$ cat config.mk
export PLATFORM = sky130hd
export DESIGN_NAME = crank_wheel_gen
export DESIGN_NICKNAME = d
export VERILOG_FILES = /design/src/rtl/crank_wheel_gen.sv
export SDC_FILE = /design/constraint.sdc
export NUM_CORES = 1
export LEC_CHECK = 0
export CORE_MARGIN = 2
export CORE_UTILIZATION = 50
export DETAILED_ROUTE_END_ITERATION = 16
export HOLD_SLACK_MARGIN = 0.05
export PLACE_DENSITY_LB_ADDON = 0.3
export SKIP_LAST_GASP = 1
export SYNTH_ARGS = -nofsm -noshare
export SYNTH_HDL_FRONTEND = slang
export SYNTH_SLANG_ARGS = --single-unit
$ cat constraint.sdc
create_clock -name clk -period 16.02 [get_ports clk]
set_input_delay 3.204 -clock clk [delete_from_list [all_inputs] [get_ports clk]]
set_output_delay 3.204 -clock clk [all_outputs]
set_load 0.02 [all_outputs]
$ cat src/rtl/crank_wheel_gen.sv
// ---------------------------------------------------------------------------
// crank_wheel_gen
//
// Crank/cam trigger-wheel generator for an N-minus-M wheel. A prescaler
// divides clk into subticks, a sub counter splits every tooth slot into
// 2^SUB_W subticks (MISSING+1 times as many for the gap slot), and the
// prescaler top is stepped by a signed amount at every slot end. This gives
// an accelerating or decelerating wheel. A cam signal is active on every
// second revolution.
//
// Optional feature macro: CRANK_WHEEL_GEN_CAM_EN
//   defined   : cam window logic is built; cam_out is high while
//               cycle_phase==1 and CAM_RISE <= tooth_idx < CAM_FALL.
//   undefined : cam_out is tied to 0 (cycle_phase and rev_pulse remain).
//
// Ports:
//   clk          system clock
//   rst          asynchronous active-high reset
//   en           run enable; all state freezes while low
//   load         one-clk strobe: pre_top<-pre_init, tooth 0 / sub 0, pre_cnt 0
//   pre_init     prescaler top loaded by load
//   pre_step     signed per-tooth change of pre_top (PRE_W+1 bits)
//   pre_min      lower saturation bound of pre_top (wins over pre_max)
//   pre_max      upper saturation bound of pre_top
//   vr_out       tooth signal: low in the first half of a slot, high in the second
//   cam_out      cam signal
//   tooth_idx    current tooth, 0..TEETH-MISSING-1
//   rev_pulse    one-clk pulse when the wheel wraps to tooth 0
//   cycle_phase  revolution parity within 720 degrees
//   pre_top_out  current prescaler top
// ---------------------------------------------------------------------------
module crank_wheel_gen #(
    parameter int TEETH    = 60,
    parameter int MISSING  = 2,
    parameter int SUB_W    = 6,
    parameter int PRE_W    = 16,
    parameter int PRE_RST  = 3,
    parameter int CAM_RISE = 4,
    parameter int CAM_FALL = 54
) (
    input  logic                     clk,
    input  logic                     rst,
    input  logic                     en,
    input  logic                     load,
    input  logic [PRE_W-1:0]         pre_init,
    input  logic [PRE_W:0]           pre_step,
    input  logic [PRE_W-1:0]         pre_min,
    input  logic [PRE_W-1:0]         pre_max,
    output logic                     vr_out,
    output logic                     cam_out,
    output logic [$clog2(TEETH)-1:0] tooth_idx,
    output logic                     rev_pulse,
    output logic                     cycle_phase,
    output logic [PRE_W-1:0]         pre_top_out
);

    localparam int TI_W = $clog2(TEETH);
    localparam int SC_W = SUB_W + $clog2(MISSING + 1);

    localparam logic [TI_W-1:0]  GAP_IDX   = TI_W'(TEETH - MISSING - 1);
    localparam logic [SC_W-1:0]  SUB_TOP_N = SC_W'((1 << SUB_W) - 1);
    localparam logic [SC_W-1:0]  SUB_TOP_G = SC_W'((MISSING + 1) * (1 << SUB_W) - 1);
    localparam logic [PRE_W-1:0] PRE_RST_V = PRE_W'(PRE_RST);

    // Elaboration-time guard against an impossible wheel or cam window
    generate
        if (MISSING < 1 || MISSING > TEETH - 2 || CAM_RISE >= CAM_FALL ||
            CAM_FALL > TEETH - MISSING - 1) begin : g_bad_params
            $error("crank_wheel_gen: illegal wheel/cam parameters");
        end
    endgenerate

    // Next pre_top: signed sum in PRE_W+2 bits, clamp to max first and then to min,
    // so that pre_min wins when the bounds cross.
    function automatic logic [PRE_W-1:0] sat_step(
        input logic [PRE_W-1:0] top,
        input logic [PRE_W:0]   step,
        input logic [PRE_W-1:0] lo,
        input logic [PRE_W-1:0] hi
    );
        logic signed [PRE_W+1:0] sum;
        logic signed [PRE_W+1:0] lo_s;
        logic signed [PRE_W+1:0] hi_s;
        logic signed [PRE_W+1:0] res;
        sum  = $signed({2'b00, top}) + $signed({step[PRE_W], step});
        lo_s = $signed({2'b00, lo});
        hi_s = $signed({2'b00, hi});
        if (sum > hi_s) begin
            res = hi_s;
        end else begin
            res = sum;
        end
        if (res < lo_s) begin
            res = lo_s;
        end else begin
            res = res;
        end
        return res[PRE_W-1:0];
    endfunction

    logic [PRE_W-1:0] pre_cnt_q, pre_cnt_d;
    logic [SC_W-1:0]  sub_q,     sub_d;
    logic [TI_W-1:0]  tooth_q,   tooth_d;
    logic [PRE_W-1:0] pre_top_q, pre_top_d;
    logic             phase_q,   phase_d;
    logic             vr_q,      vr_d;
    logic             rev_q,     rev_d;

    logic             gap_s;
    logic [SC_W-1:0]  sub_top_s;
    logic             subtick_s;

    assign gap_s     = (tooth_q == GAP_IDX);
    assign sub_top_s = gap_s ? SUB_TOP_G : SUB_TOP_N;
    assign subtick_s = (pre_cnt_q == pre_top_q);

    // Next-state logic for prescaler, slot position, speed ramp and revolution flags
    always_comb begin
        pre_cnt_d = pre_cnt_q;
        sub_d     = sub_q;
        tooth_d   = tooth_q;
        pre_top_d = pre_top_q;
        phase_d   = phase_q;
        vr_d      = vr_q;
        rev_d     = 1'b0;

        // vr follows the registered sub counter, one clk behind it
        if (en) begin
            vr_d = (sub_q > (sub_top_s >> 1));
        end else begin
            vr_d = vr_q;
        end

        if (load) begin
            // load overrides a coincident slot end: no step, no wrap pulse
            pre_top_d = pre_init;
            pre_cnt_d = {PRE_W{1'b0}};
            sub_d     = {SC_W{1'b0}};
            tooth_d   = {TI_W{1'b0}};
        end else if (en) begin
            if (subtick_s) begin
                pre_cnt_d = {PRE_W{1'b0}};
                if (sub_q == sub_top_s) begin
                    sub_d     = {SC_W{1'b0}};
                    pre_top_d = sat_step(pre_top_q, pre_step, pre_min, pre_max);
                    if (gap_s) begin
                        tooth_d = {TI_W{1'b0}};
                        phase_d = ~phase_q;
                        rev_d   = 1'b1;
                    end else begin
                        tooth_d = tooth_q + TI_W'(1);
                    end
                end else begin
                    sub_d = sub_q + SC_W'(1);
                end
            end else begin
                pre_cnt_d = pre_cnt_q + PRE_W'(1);
            end
        end else begin
            pre_cnt_d = pre_cnt_q;
        end
    end

    // State and output registers
    always_ff @(posedge clk or posedge rst) begin
        if (rst) begin
            pre_cnt_q <= {PRE_W{1'b0}};
            sub_q     <= {SC_W{1'b0}};
            tooth_q   <= {TI_W{1'b0}};
            pre_top_q <= PRE_RST_V;
            phase_q   <= 1'b0;
            vr_q      <= 1'b0;
            rev_q     <= 1'b0;
        end else begin
            pre_cnt_q <= pre_cnt_d;
            sub_q     <= sub_d;
            tooth_q   <= tooth_d;
            pre_top_q <= pre_top_d;
            phase_q   <= phase_d;
            vr_q      <= vr_d;
            rev_q     <= rev_d;
        end
    end

`ifdef CRANK_WHEEL_GEN_CAM_EN
    localparam logic [TI_W-1:0] RISE_IDX = TI_W'(CAM_RISE);
    localparam logic [TI_W-1:0] FALL_IDX = TI_W'(CAM_FALL);

    logic cam_q, cam_d;

    // Cam window evaluated on the next position so cam_out moves together with tooth_idx
    always_comb begin
        cam_d = phase_d && (tooth_d >= RISE_IDX) && (tooth_d < FALL_IDX);
    end

    // Cam output register
    always_ff @(posedge clk or posedge rst) begin
        if (rst) begin
            cam_q <= 1'b0;
        end else begin
            cam_q <= cam_d;
        end
    end

    assign cam_out = cam_q;
`else
    assign cam_out = 1'b0;
`endif

    assign vr_out      = vr_q;
    assign tooth_idx   = tooth_q;
    assign rev_pulse   = rev_q;
    assign cycle_phase = phase_q;
    assign pre_top_out = pre_top_q;

endmodule

After elaboration in Yosys (flattened, before gate mapping). Cells that the tools add are included.

Flip-flop bits (word level): 49. Input bits: 69. Output and inout bits: 26.

Add/sub/neg operators: 4. $lt $le $gt $ge: 3. Equal/unequal tests: 3. Multiplexer cells: 28. Bitwise logic cells: 2. Reduce and logical (&&, ||, !) cells: 6.

Operators by type and width (count): 16-bit two-way mux (8); 18-bit two-way mux (5); 8-bit two-way mux (5); 6-bit two-way mux (5); 17-bit by 17-bit adder with 18-bit output (1); 18-bit by 17-bit greater-than comparator with 1-bit output (1); 18-bit by 17-bit < comparator with 1-bit output (1); 16-bit by 1-bit adder with 16-bit output (second input constant) (1); 16-bit equality test (1); 8-bit by 1-bit adder with 8-bit output (second input constant) (1); 8-bit equality test (1); 8-bit by 7-bit greater-than comparator with 1-bit output (1); 6-bit by 1-bit adder with 6-bit output (second input constant) (1); 6-bit equality test (second input constant) (1); 2-bit nonzero test (3); 1-bit two-way mux (5); 5-bit AND reduction (1); 3-bit AND reduction (1); 1-bit inverter (2); 2-bit AND reduction (1).

Depth between registers and ports, before layout. Gate-level depths: netlist of the first run.

Word-level depth: 13. Depth in mapped cells: 28.

Worst setup path before layout of the first run. No wires, ideal clock.

Path kind: input to register. Start point: in pre_step[0]. End point: reg pre_top_q[13] (netlist: pre_top_out[13]). Arrival: 9.242 ns. Data required time: 15.897 ns. Slack: 6.656 ns. Stages on the path: 26. Cell sequence: ha_1 fa_1 a211oi_1 o21ai_2 o21ai_0 a22oi_1 or4b_2 nand3_1 ha_1 nand4_1 or4_4 nor3b_1 a221oi_2 and3_4 or2_1 buf_6 mux2_2 ha_1 a21o_1 a21o_1 a21oi_1 o31ai_1 or3_1 a2111o_1 and3_4 o221a_2.

Longest elaborated chain between the ends: 13.

Ends and longest elaborated chain: start, declared (line 46) `input logic [PRE_W:0] pre_step,`; 17-bit by 17-bit adder with 18-bit output * (line 85) `sum = $signed({2'b00, top}) + $signed({step[PRE_W], step});`; 18-bit by 17-bit greater-than comparator with 1-bit output (line 88) `if (sum > hi_s) begin`; 18-bit two-way mux * (line 88); 18-bit two-way mux * (line 143) `if (sub_q == sub_top_s) begin`; 18-bit two-way mux * (line 141) `if (subtick_s) begin`; 18-bit two-way mux * (line 140) `end else if (en) begin`; 18-bit two-way mux * (line 134) `if (load) begin`; 18-bit by 17-bit < comparator with 1-bit output (line 93) `if (res < lo_s) begin`; 16-bit two-way mux * (line 93); 16-bit two-way mux * (line 143); 16-bit two-way mux * (line 141); 16-bit two-way mux * (line 140); 16-bit two-way mux * (line 134); end signal, assigned (line 178) `pre_top_q <= pre_top_d;`; end, declared (line 104) `logic [PRE_W-1:0] pre_top_q, pre_top_d;`.

Mark *: on every way between the ends. The rest lies on a longest branch, timed or not. The select of a mux whose other input is x is not followed. A chain may end at the register's enable or synchronous reset.

Worst setup path after layout of the first run.
Start point: in pre_step[1]. End point: reg pre_top_q[2] (netlist: pre_top_out[2]).

The elaborated chain is that of the path after synthesis.

==> results of run 1 <==
-- layout make-up --
class / count / area share
clock buffers: 7 / 0.0150
repair buffers: 96 / 0.166
multi-input cells: 427 / 0.549
flip-flops and latches: 49 / 0.214
inverters: 41 / 0.0268
well taps: 111 / 0.0242
clock inverters: 1 / 0.00522
-- cell families after synthesis --
kind of cell,synth area share
simple gates,0.188
buf+inv,0.0575
fa+ha+maj,0.144
other cells,0.000806
xor+xnor,0.0771
mux,0.0207
flops,0.264
compound gates,0.248
-- metal layers --
layer,track usage,vias up,part of all wire
met1,0.368,2112,0.45
met4,0.0495,0,0.014
li1,-,2156,-
met3,0.0347,20,0.070
met2,0.432,188,0.47
met5,0,-,0
-- final timing paths --
kind	from	end	slack, ns	depth (start not counted)
min reg2reg	cycle_phase	cycle_phase	0.47	1
min in group asynchronous	rst	sub_q[6]	3.45	2
max	pre_step[1]	pre_top_out[2]	5.37	26
min	cycle_phase	cycle_phase	0.47	1
max reg2reg	pre_top_out[1]	pre_top_out[2]	8.13	25
max in group asynchronous	rst	pre_cnt_q[6]	11.94	2
-- cells in the mapped netlist, types with 12 or more instances --
cell type,instances,share of area
nor3_1,12,0.013
nand2_1,23,0.019
and3_1,12,0.016
a21oi_1,22,0.024
a21o_1,13,0.021
nor2_1,44,0.035
o21ai_0,39,0.042
nand4_1,17,0.023
xnor2_1,24,0.045
nand3_1,17,0.018
ha_1,52,0.14
xor2_1,17,0.032
inv_1,41,0.033
dfrtp_1,47,0.25
-- worst max-delay path, stage by stage --
cell	delay (ns)
clkdlybuf4s50_1	0.45
ha_1	0.32
a211oi_1	0.21
nor2_1	0.12
o311ai_0	0.50
a21boi_0	0.30
a21boi_0	0.40
mux2i_1	0.26
nand3_1	0.10
ha_1	0.31
nand4_1	0.12
or4_4	0.51
nor3b_1	0.17
a221oi_2	0.29
and3_4	0.32
or2_1	0.61
mux2_2	0.42
ha_1	0.19
a211oi_1	0.18
o21ai_0	0.13
a221oi_1	0.33
o31ai_1	0.18
or3_1	0.35
a2111o_1	0.39
and3_4	0.19
o221a_2	0.26
-- state kept, by name, indices dropped and copies added, names as in the netlist --
name         cells
sub_q            8
rev_pulse        1
cycle_phase      1
vr_out           1
pre_top_out     16
pre_cnt_q       16
tooth_idx        6
-- power groups by stage --
stage	Combinational [mW]	Clock (mW)	Sequential, mW
after floorplan	0.470	0	0.192
after global placement	0.627	0	0.188
after detailed placement	0.651	0	0.188
after CTS	0.656	0.0948	0.186
after global routing	0.732	0.0989	0.188
final	0.667	0.0931	0.187
-- through the flow --
step | setup slack [ns] | std cells | area (µm²) | hold WS [ns]
floorplan | 6.66 | 536 | 4650 | 0.471
global placement | 5.37 | 724 | 5630 | 0.454
detailed placement | 5.14 | 724 | 5630 | 0.462
CTS | 5.49 | 732 | 5750 | 0.475
global route | 4.86 | 732 | 5750 | 0.500
finish | 5.37 | 732 | 5750 | 0.467
==> results_dict.tcl, run 1 <==
set metrics [dict create \
    drive_gt1_frac 0.0660 \
    die_y_um 100 \
    crit_path_start_kind "input port" \
    layout_min_cycle_time_ns 10.65 \
    drv_slew 0 \
    ctsHoldBuffers 0 \
    clk_pin_slew_worst_paths_ns 0.09 \
    cts_resized 0 \
    yosysWarnings 0 \
    io_pins 95 \
    seq_power_share 0.197 \
    dp_hpwl_um 10300 \
    async_flop_share 1.00 \
    areaGrowthSynthToFinish_pct 23.5 \
    power_density_nw_per_um2 165 \
    final.setup.tns_ns 0 \
    portBuffers 93 \
    final_core_util 0.628 \
    avgSynthCellArea_um2 8.68 \
    root_buffer "clkbuf_8" \
    multi_input_area_um2 3160 \
    core_um2 9150 \
    clockBufferDepth 2 \
    syn-num-nets 658 \
    rsz0062_at_grt "false" \
    grtUsageTotal 0.261 \
    cap_violations 0 \
    final_cell_mix "93 x clkdlybuf4s50_1, 52 x ha_1, 47 x dfrtp_1, 44 x nor2_1, 40 x inv_1" \
    seqCellArea_um2 1230 \
    syn_area_um2 4650 \
    initial_utilization 0.509 \
    cp_data_required_time_ns 16.22 \
    hold_violations 0 \
    cts_tree "done" \
    cts_setup_buffers 0 \
    crit_fanout 16 \
    cp_data_arrival_time_ns 10.85 \
    ys_types 73 \
    grt_pass1_wl_um 21000 \
    grt_max_degree 50 \
    dr.first_iter.drc_count 302 \
    min_period_over_period 0.665 \
    clock-sinks 49 \
    outcome "complete, no violations" \
    irDropWorstVdd_uv 105 \
    die_width_um 100 \
    overflow 0 \
    post_drt_wl_per_cell_um 17.8 \
    syn_inst 536 \
    grt_pass1_vias 4279 \
    p_clk_frac 0.098 \
    ys_seq_elements 49 \
    vias 4476 \
    gp_congestion 0.929 \
    crit_type "input port to flip-flop" \
    clock_latency_ns 0.30 \
    drc 0 \
    cts_buffers 5 \
    yosysSeqAreaShare 0.264 \
    end_kind "flip-flop" \
    fin_skew_ns 0.0105 \
    vias_per_cell 6.11 \
    p_switching_mw 0.460 \
    p_int_mw 0.487 \
    ys_dominant_reg_cell "dfrtp_1" \
    hp-class "flip-flop to flip-flop" \
    die-area_um2 10100 \
    p_sw_frac 0.486 \
    total_power_mw 0.946 \
    final_common_cell "clkdlybuf4s50_1" \
    p_comb_frac 0.704 \
    num_rows 35 \
    tightest_slew_ns 1.01 \
    nets 742 \
    p_leak_nw 2.55 \
    antenna_found_initial 0 \
    drtPass1Iterations 5 \
    antenna_cells 0 \
    ant_nets 0 \
    fill_cells 788 \
    clock.fmax_mhz 93.9 \
    finalSetupViolations 0 \
    synth-edff-count 0 \
    wl_um 13000 \
    timing.slew.headroom 0.328 \
    htreeDepth 2 \
]
No activity file was read; power rests on OpenSTA's default activity.
==> run 2: changes to the inputs <==
--- a/config.mk
+++ b/config.mk
@@ -6,7 +6,7 @@
 export NUM_CORES = 1
 export LEC_CHECK = 0
 export CORE_MARGIN = 2
-export CORE_UTILIZATION = 50
+export CORE_UTILIZATION = 48
 export DETAILED_ROUTE_END_ITERATION = 16
 export HOLD_SLACK_MARGIN = 0.05
 export PLACE_DENSITY_LB_ADDON = 0.3
==> constraint.sdc (replaced) <==
create_clock -name clk -period 8.53 [get_ports clk]
set_input_delay 1.706 -clock clk [delete_from_list [all_inputs] [get_ports clk]]
set_output_delay 1.706 -clock clk [all_outputs]
set_load 0.02 [all_outputs]
==> results_dict.tcl, run 2 (synthesized netlist as in run 1, its figures left out) <==
set metrics [dict create \
    cts_setup_buffers 0 \
    vias_per_cell 5.99 \
    antenna_found_initial 0 \
    grtUsageTotal 0.262 \
    r2r-start "pre_top_out[1]" \
    drtPass1Iterations 5 \
    initial_utilization 0.499 \
    overflow 0 \
    rsz0062_at_grt "false" \
    portBuffers 93 \
    die_width_um 102 \
    dr.first_iter.drc_count 308 \
    tightest_slew_ns 1.00 \
    final_core_util 0.643 \
    grt_use_met3 0.0335 \
    crit_fanout 7 \
    die-area_um2 10500 \
    post_drt_wl_per_cell_um 17.5 \
    dp_hpwl_um 10800 \
    layout_min_cycle_time_ns 8.30 \
    hp-class "flip-flop to flip-flop" \
    final_cell_mix "93 x clkdlybuf4s50_1, 52 x ha_1, 47 x dfrtp_1, 44 x nor2_1, 40 x inv_1" \
    r2r_end "pre_top_out[2]" \
    crit_path_start_kind "input port" \
    hold_violations 0 \
    use_met2 0.419 \
    clock_latency_ns 0.30 \
    cp-startpoint "pre_step[0]" \
    timing.slew.headroom 0.329 \
    grt_max_degree 50 \
    wl_um 13600 \
    die_y_um 102 \
    clock-sinks 49 \
    met1_usage 0.369 \
    cp_data_arrival_time_ns 8.50 \
    cts_tree "done" \
    power_density_nw_per_um2 323 \
    clk_pin_slew_worst_paths_ns 0.09 \
    io_pins 95 \
    grt_pass1_vias 4436 \
    grt_busiest_layer "met2" \
    final_common_cell "clkdlybuf4s50_1" \
    crit_end "pre_top_out[2]" \
    drive_gt1_frac 0.120 \
    min_period_over_period 0.973 \
    drv_slew 0 \
    end_kind "flip-flop" \
    rr_worst_depth 28 \
    cts_buffers 5 \
    dp_cells 772 \
    outcome "complete, no violations" \
    clockBufferDepth 2 \
    finalSetupViolations 0 \
    final.setup.tns_ns 0 \
    cap_violations 0 \
    irDropWorstVdd_uv 246 \
    p_leak_nw 2.68 \
    antenna_cells 0 \
    reg2reg_slack_ns 1.56 \
    ant_nets 0 \
    htreeDepth 2 \
    core_um2 9330 \
    drc 0 \
    num_rows 35 \
    nets 772 \
    gp_congestion 0.985 \
    fin_skew_ns 0.00661 \
    areaGrowthSynthToFinish_pct 29.0 \
    final_cells 779 \
    root_buffer "clkbuf_8" \
    cp_data_required_time_ns 8.73 \
    total_power_mw 1.94 \
    vias 4670 \
    crit_type "input port to flip-flop" \
    grt_pass1_wl_um 21500 \
    worst_hold_slack_ns 0.471 \
    clock.fmax_mhz 121 \
]
==> run 2: worst min-delay path by stage <==
stage | from | end | slack [ns] | cells past startpoint
after global routing | cycle_phase | cycle_phase | 0.51 | 1
after CTS | cycle_phase | cycle_phase | 0.48 | 1
after floorplan | sub_q[2] | sub_q[2] | 0.47 | 1
after detailed placement | cycle_phase | cycle_phase | 0.47 | 1
final | cycle_phase | cycle_phase | 0.47 | 1
after global placement | cycle_phase | cycle_phase | 0.46 | 1
==> run 2: worst max-delay path, stage by stage <==
cell	delay, ns
clkdlybuf4s50_1	0.40
ha_1	0.26
fa_1	0.42
a211oi_2	0.27
o21ai_2	0.10
o21ai_1	0.22
a22oi_1	0.15
or4b_2	0.66
nand3_1	0.14
ha_1	0.15
nand4_1	0.11
or4_4	0.51
nor3b_1	0.17
a221oi_2	0.28
and3_4	0.23
or2_4	0.16
buf_4	0.15
mux2_2	0.35
ha_1	0.30
nand4_1	0.14
o21ai_0	0.10
a21oi_1	0.20
o31ai_1	0.12
or3_1	0.34
a2111o_1	0.40
and3_4	0.19
o221a_2	0.27
==> run 2: final cells by class <==
cell class              count  area (µm²)
fillers                   812        3330
multi-input cells         427        3190
clock buffers               7        86.3
well taps                 129         161
repair buffers            126        1180
flip-flops and latches     49        1230
inverters                  41         154
==> run 2: metrics by stage <==
step | cell area (µm²) | worst slack [ns]
floorplan | 4650 | 0.664
global placement | 5880 | -0.0236
detailed placement | 5880 | -0.299
CTS | 5970 | 0.151
global route | 6000 | 0.00408
finish | 6000 | 0.231
==> run 2: what timing repair did <==
item | in CTS | in global routing
hold buffers | 0 | 0
endpoints found under the setup margin | 2 | 16
resized for setup | 1 | 9
==> run 2: report_power, final <==
group | internal [mW] | leakage [nW] | switching, mW
combinational | 0.696 | 1.99 | 0.756
clock | 0.0645 | 0.0443 | 0.0737
sequential | 0.270 | 0.644 | 0.0791
total | 1.03 | 2.68 | 0.909
==> run 2: per-layer routing <==
metal | wire, µm | share of wire | vias up
met5 | 0 | 0 | -
met4 | 412 | 0.030 | 0
met3 | 858 | 0.063 | 34
met2 | 6270 | 0.46 | 175
met1 | 6060 | 0.45 | 2240
li1 | - | - | 2221
==> run 3: changes to the inputs <==
--- a/config.mk
+++ b/config.mk
@@ -5,11 +5,12 @@
 export SDC_FILE = /design/constraint.sdc
 export NUM_CORES = 1
 export LEC_CHECK = 0
+export CAP_MARGIN = 30
 export CORE_MARGIN = 2
 export CORE_UTILIZATION = 48
 export DETAILED_ROUTE_END_ITERATION = 16
 export HOLD_SLACK_MARGIN = 0.05
-export PLACE_DENSITY_LB_ADDON = 0.3
+export PLACE_DENSITY = 0.87
 export SKIP_LAST_GASP = 1
 export SYNTH_ARGS = -nofsm -noshare
 export SYNTH_HDL_FRONTEND = slang
==> results_dict.tcl, run 3 (synthesized netlist as in run 1, its figures left out) <==
set metrics [dict create \
    gp_congestion 0.961 \
    hp-class "flip-flop to flip-flop" \
    finalSetupViolations 0 \
    portBuffers 93 \
    crit_type "input port to flip-flop" \
    wl_um 13400 \
    pre_cts_slack_ns -0.243 \
    crit_slowest_cell "or4b_2" \
    critical_path_buf_inv_count 1 \
    outcome "complete, no violations" \
    initial_utilization 0.499 \
    clk_pin_slew_worst_paths_ns 0.10 \
    vias_per_cell 6.00 \
    clock_latency_ns 0.32 \
    cpMostUsedCell "ha_1" \
    end_kind "flip-flop" \
    drc 0 \
    min_period_over_period 0.963 \
    layout_min_cycle_time_ns 8.21 \
    io_pins 95 \
    die-area_um2 10500 \
    cts_buffers 5 \
    dr.first_iter.drc_count 303 \
    path_delay_family "simple AND/OR/NAND/NOR gates" \
    final_cell_mix "93 x clkdlybuf4s50_1, 52 x ha_1, 47 x dfrtp_1, 44 x nor2_1, 40 x inv_1" \
    die_width_um 102 \
    clockBufferDepth 2 \
    irDropWorstVdd_uv 192 \
    ant_nets 0 \
    cp_data_required_time_ns 8.73 \
    cp_data_arrival_time_ns 8.41 \
    clock-sinks 49 \
    die_y_um 102 \
    dp_hpwl_um 10800 \
    htreeDepth 2 \
    core_um2 9330 \
    clock.fmax_mhz 122 \
    crit_path_start_kind "input port" \
    num_rows 35 \
    post_drt_wl_per_cell_um 17.2 \
    overflow 0 \
    tightest_slew_ns 0.953 \
    grt_pass1_vias 4551 \
    final_core_util 0.645 \
    drtPass1Iterations 5 \
    power_density_nw_per_um2 322 \
    drv_slew 0 \
    hold_violations 0 \
    timing.slew.headroom 0.363 \
    grt_max_degree 36 \
    crit_fanout 6 \
    antenna_cells 0 \
    cap_violations 0 \
    cpPeakStageDelay_ns 0.66 \
    cts_tree "done" \
    p_leak_nw 2.70 \
    root_buffer "clkbuf_8" \
    fin_skew_ns 0.0123 \
    grt_pass1_wl_um 21700 \
    nets 773 \
    vias 4688 \
    final_common_cell "clkdlybuf4s50_1" \
    antenna_found_initial 0 \
    drive_gt1_frac 0.118 \
    grtUsageTotal 0.262 \
    areaGrowthSynthToFinish_pct 29.3 \
    layout_setup_ws_ns 0.318 \
]
## run 3: area by class of cell
class / count / area [µm²]
well taps: 129 / 161
repair buffers: 127 / 1200
fillers: 771 / 3310
clock inverters: 1 / 5.00
inverters: 41 / 154
flip-flops and latches: 49 / 1230
clock buffers: 7 / 96.3
multi-input cells: 427 / 3170
## run 3: path summary, 6_finish.rpt
kind	depth (start not counted)	slack, ns	from	end
max in group asynchronous	3	6.32	rst	pre_top_out[0]
min in group asynchronous	2	1.65	rst	sub_q[4]
min	1	0.47	cycle_phase	cycle_phase
max reg2reg	27	1.61	pre_top_out[1]	pre_top_out[13]
min reg2reg	1	0.47	cycle_phase	cycle_phase
max	26	0.32	pre_step[0]	pre_top_out[13]
## run 3: what timing repair did
item                       in CTS  in global routing
hold buffers                    0                  0
resized for setup               0                  6
setup endpoints to repair       0                 16
setup buffers                   0                  0
## run 3: through the flow
| step | area [µm²] | cells | hold WS (ns) | total power [mW] | TNS (ns) |
|---|---|---|---|---|---|
| CTS | 6000 | 781 | 0.481 | 1.90 | 0 |
| floorplan | 4650 | 536 | 0.471 | 1.24 | 0 |
| global placement | 5880 | 772 | 0.461 | 1.70 | 0 |
| finish | 6020 | 781 | 0.474 | 1.94 | 0 |
| detailed placement | 5900 | 773 | 0.464 | 1.74 | -3.07 |
| global route | 6020 | 781 | 0.515 | 2.09 | -0.000477 |
## run 3: metal layers
metal  part of all wire  GRT usage  vias up
met1               0.45      0.363     2241
li1                   -          -     2215
met5                  0          0        -
met3              0.071     0.0383       34
met2               0.45      0.416      198
met4              0.027     0.0964        0
## run 3: power breakdown
group          internal, mW  switching [mW]  total [mW]
clock network        0.0734          0.0808       0.154
logic                 0.693           0.743        1.44
registers             0.270          0.0779       0.348
